**src/rtl/demux_frame_sequencer.sv**
```systemverilog
`default_nettype none
// +----------------------------------------------------------------------------+
// | Module   : demux_frame_sequencer                                           |
// | Brief    : Feeds a 1:8 demux one serial bit per enabled channel, in order. |
// | Revision : 1.0 - initial release                                           |
// +----------------------------------------------------------------------------+
module demux_frame_sequencer #(
  parameter int HOLD_CYCLES  = 2,
  parameter bit AUTO_RESTART = 1'b0
) (
  input  logic       clk,
  input  logic       rst,
  input  logic       start,
  input  logic [7:0] chan_mask,
  input  logic       in_valid,
  input  logic       in_bit,
  output logic       in_ready,
  output logic       a,
  output logic       s1,
  output logic       s2,
  output logic       s3,
  output logic       busy,
  output logic       frame_done
);

  typedef enum logic [2:0] {
    IDLE     = 3'd0,
    SEEK     = 3'd1,
    WAIT_BIT = 3'd2,
    HOLD     = 3'd3,
    DONE     = 3'd4
  } state_t;

  localparam logic [3:0] HOLD_LOAD = 4'(HOLD_CYCLES - 1);

  state_t     state, state_nx;
  logic [2:0] ptr, ptr_nx;
  logic [2:0] sel, sel_nx;
  logic [3:0] cnt, cnt_nx;
  logic [7:0] mask, mask_nx;
  logic       a_q, a_nx;
  logic       found;
  logic [2:0] found_idx;

  // Lowest enabled channel at or above the pointer; descending scan keeps the lowest.
  always_comb begin
    found     = 1'b0;
    found_idx = 3'd0;
    for (int i = 7; i >= 0; i--) begin
      if (mask[i] && (3'(i) >= ptr)) begin
        found     = 1'b1;
        found_idx = 3'(i);
      end
    end
  end

  always_comb begin
    state_nx = state;
    ptr_nx   = ptr;
    sel_nx   = sel;
    cnt_nx   = cnt;
    mask_nx  = mask;
    a_nx     = a_q;
    case (state)
      IDLE: begin
        if (start) begin
          mask_nx  = chan_mask;
          ptr_nx   = 3'd0;
          state_nx = SEEK;
        end
      end
      SEEK: begin
        // Selects move only here, while a is already 0.
        if (found) begin
          ptr_nx   = found_idx;
          sel_nx   = found_idx;
          state_nx = WAIT_BIT;
        end else begin
          state_nx = DONE;
        end
      end
      WAIT_BIT: begin
        if (in_valid) begin
          a_nx     = in_bit;
          cnt_nx   = HOLD_LOAD;
          state_nx = HOLD;
        end
      end
      HOLD: begin
        if (cnt == 4'd0) begin
          a_nx = 1'b0;
          if (ptr == 3'd7) begin
            state_nx = DONE;
          end else begin
            ptr_nx   = ptr + 3'd1;
            state_nx = SEEK;
          end
        end else begin
          cnt_nx = cnt - 4'd1;
        end
      end
      DONE: begin
        if (AUTO_RESTART) begin
          ptr_nx   = 3'd0;
          state_nx = SEEK;
        end else begin
          state_nx = IDLE;
        end
      end
      default: state_nx = IDLE;
    endcase
  end

  always_ff @(posedge clk) begin
    if (rst) begin
      state <= IDLE;
      ptr   <= 3'd0;
      sel   <= 3'd0;
      cnt   <= 4'd0;
      mask  <= 8'd0;
      a_q   <= 1'b0;
    end else begin
      state <= state_nx;
      ptr   <= ptr_nx;
      sel   <= sel_nx;
      cnt   <= cnt_nx;
      mask  <= mask_nx;
      a_q   <= a_nx;
    end
  end

  assign in_ready   = (state == WAIT_BIT);
  assign busy       = (state != IDLE);
  assign frame_done = (state == DONE);
  assign a          = a_q;
  assign s1         = sel[2];
  assign s2         = sel[1];
  assign s3         = sel[0];

endmodule
`default_nettype wire

```
**config.mk**
```make
export PLATFORM = sky130hd
export DESIGN_NAME = demux_frame_sequencer
export DESIGN_NICKNAME = d
export VERILOG_FILES = /design/src/rtl/demux_frame_sequencer.sv
export SDC_FILE = /design/constraint.sdc
export NUM_CORES = 1
export LEC_CHECK = 0
export ABC_AREA = 0
export ABC_CLOCK_PERIOD_IN_PS = 1800
export BUFFER_PORTS_ARGS = -buffer_cell sky130_fd_sc_hd__buf_2
export CORE_UTILIZATION = 49
export DETAILED_ROUTE_END_ITERATION = 10
export PLACE_DENSITY_LB_ADDON = 0.05
export SLEW_MARGIN = 0
export SYNTH_ARGS = -nofsm -noshare
export SYNTH_HDL_FRONTEND = slang
export SYNTH_SLANG_ARGS = --single-unit
```
**constraint.sdc**
```tcl
create_clock -name clk -period 1.8 [get_ports clk]
set_input_delay 0.18 -clock clk [delete_from_list [all_inputs] [get_ports clk]]
set_output_delay 0.18 -clock clk [all_outputs]
set_load 0.01 [all_outputs]
```
==> results_dict.tcl <==
set metrics [dict create \
    status "complete, no violations" \
    final_max_slew_viol_count 0 \
    synthTopCellsByArea "dfxtp_1 35%, a21oi_1 7.2%, nand2_1 6.9%, ha_1 6.0%, nor2_1 6.0%" \
    maxCapViolations 0 \
    drt-initial-drc-count 21 \
    io_buffers 19 \
    synth_top_area_frac 0.352 \
    syn_area_sq_um 1250 \
    clock-sinks 22 \
    grt_pass1_wl_um 4800 \
    ys_ff_latch 22 \
    dp.cells 209 \
    layoutNonFillerInstCount 214 \
    ys_warn_count 0 \
    cts_buffers 3 \
    leakage_uw 0.000644 \
    n_antenna_cell 0 \
    postSynthCellCount 153 \
    viasPerCell 5.57 \
    avgRoutedWirePerCell_um 14.0 \
    seq_area_sq_um 448 \
    drc 0 \
    n_fill_cell 204 \
    antenna_left 0 \
    grt_overflow 0 \
    critPathRequiredTime_ns 2.01 \
    setup_viol 0 \
    crit_fanout 4 \
    synth_most_common_cell "nand2_1" \
    multi_input_area_sq_um 820 \
    dr.pass1.iters 4 \
    cts_tree "built" \
    synth.avg_cell_area_sq_um 8.17 \
    placedInstanceArea_sq_um 1460 \
    hp-class "primary input to flop" \
    fmax_ghz 0.563 \
    die_h_um 52.5 \
    drt-total-wl_um 2990 \
    h-tree-depth 1 \
    tightestPinTransition_ns 0.433 \
    netlist_top_cells_count "23 x nand2_1, 22 x dfxtp_1, 20 x nor2_1, 18 x a21oi_1, 8 x inv_1" \
    antenna_found_initial 0 \
    power_density_nw_per_um2 958 \
    synth-seq-area-share 0.352 \
    syn_nets 172 \
    skew_ns 0.0115 \
    clock_path_buffers 2 \
    ys.flop_type "dfxtp_1" \
    clkTransAtPathRegs_ns 0.14 \
    clock_latency_ns 0.33 \
    r2r.worst_path.cells 8 \
    core_area_sq_um 2300 \
    num_vias 1193 \
    max-vdd-ir-drop_v 0.000661 \
    grtUsageTotal 0.242 \
    path_class "flop to flop" \
    gp_congestion 0.811 \
    fin_tns_setup_ns 0 \
    initial_utilization 0.544 \
    start_kind "flop" \
    hold_ws_ns 0.0819 \
    min_path_cells 3 \
    dieArea_sq_um 2760 \
    rows 17 \
    clock-root-buffer "clkbuf_4" \
    syn_to_final_growth_pct 25.5 \
    hpwl_um 2250 \
    final_nets 206 \
    rsz0062_at_grt "yes" \
    synthArstFlopShare 0 \
    yosys.area.top_type "dfxtp_1" \
    synth.distinct_cells 42 \
    drive_above_1_share 0.339 \
    fin_area_sq_um 1570 \
    grt_pass1_vias 1098 \
    synth_edf_count 0 \
    maxSlewHeadroom 0.712 \
    grt_max_degree 23 \
    io_pins 20 \
    fp.dieW_um 52.5 \
    critPathArrivalTime_ns 1.99 \
    period_share 0.987 \
    crit_path_end_kind "flop" \
    fin_crit_ns 1.78 \
    hold_viol 0 \
]
==> per-layer routing <==
metal | wire [um] | vias up | global-route usage
met1 | 1450 | 555 | 0.312
met4 | 28 | 0 | 0.0526
met2 | 1380 | 32 | 0.403
li1 | - | 602 | -
met3 | 137 | 4 | 0.0609
met5 | 0 | - | 0
==> what timing repair did <==
item                                    4_1_cts  5_1_grt
hold buffers                                  0        0
pin swaps                                     2        8
buffers inserted                              0        1
hold endpoints to repair                      0        0
gates resized for setup                       9       10
endpoints found under the setup margin        4        7
==> report_power, final <==
group	leakage [uW]	switching (uW)	internal [uW]	total, uW
registers	0.000182	65.7	547	613
logic	0.000441	324	274	598
clock network	0.0000210	168	124	292
==> cell usage in the layout (no fill, tap or decap), drive strengths merged, types with 2 or more instances in the layout <==
cell type,netlist,routed
ha,6,6
and2,3,3
nand2,23,23
dfxtp,22,22
nor2,20,20
a311oi,2,2
clkbuf,3,4
nor3,2,2
nand2b,5,5
o211ai,3,3
a21oi,20,20
inv,8,8
buf,1,33
a21boi,2,2
o21ai,6,6
a211oi,6,6
o21bai,2,2
==> per-stage QoR <==
step / total power, uW / utilization / worst slack, ns
floorplan: 963 / - / 0.0409
global placement: 1140 / 0.635 / -0.0382
detailed placement: 1150 / 0.635 / -0.0608
CTS: 1460 / 0.662 / 0.000895
global route: 1590 / 0.683 / -0.0598
finish: 1500 / 0.683 / 0.0226
==> state kept, by name (all words and copies together), names as in the netlist <==
| register | count |
|---|---|
| mask | 8 |
| cnt | 4 |
| sel | 3 |
| state | 3 |
| a | 1 |
| ptr | 3 |
==> kinds of logic after synthesis <==
family / after synthesis / synth area share
adders and majority gates: 6 / 0.0601
buffers and inverters: 12 / 0.0390
muxes: 1 / 0.00801
AOI/OAI and AO/OA: 48 / 0.274
xor gates and xnor gates: 2 / 0.0140
DFF: 22 / 0.352
and+or+nand+nor: 62 / 0.252
==> worst max-delay path, cell delays in order (launching register included) <==
cell	delay [ns]
dfxtp_2	0.40
inv_2	0.07
ha_4	0.15
nand3b_1	0.20
a21oi_2	0.20
o21ai_2	0.11
o31ai_4	0.29
buf_4	0.18
a211oi_1	0.07
==> path summary, 6_finish.rpt <==
path | start | end | slack, ns
max | ptr[0] | ptr[0] | 0.02
min | chan_mask[5] | mask[5] | 0.08
max reg2reg | ptr[0] | ptr[0] | 0.02
min reg2reg | mask[5] | mask[5] | 0.48
==> final cells by class <==
cell class                      count  share of cell area
Multi-Input combinational cell    119               0.522
Sequential cell                    22               0.285
Timing Repair Buffer               33               0.128
Clock buffer                        4              0.0231
Tap cell                           28              0.0223
Inverter                            8              0.0191
No activity file was read; power rests on OpenSTA's default activity.
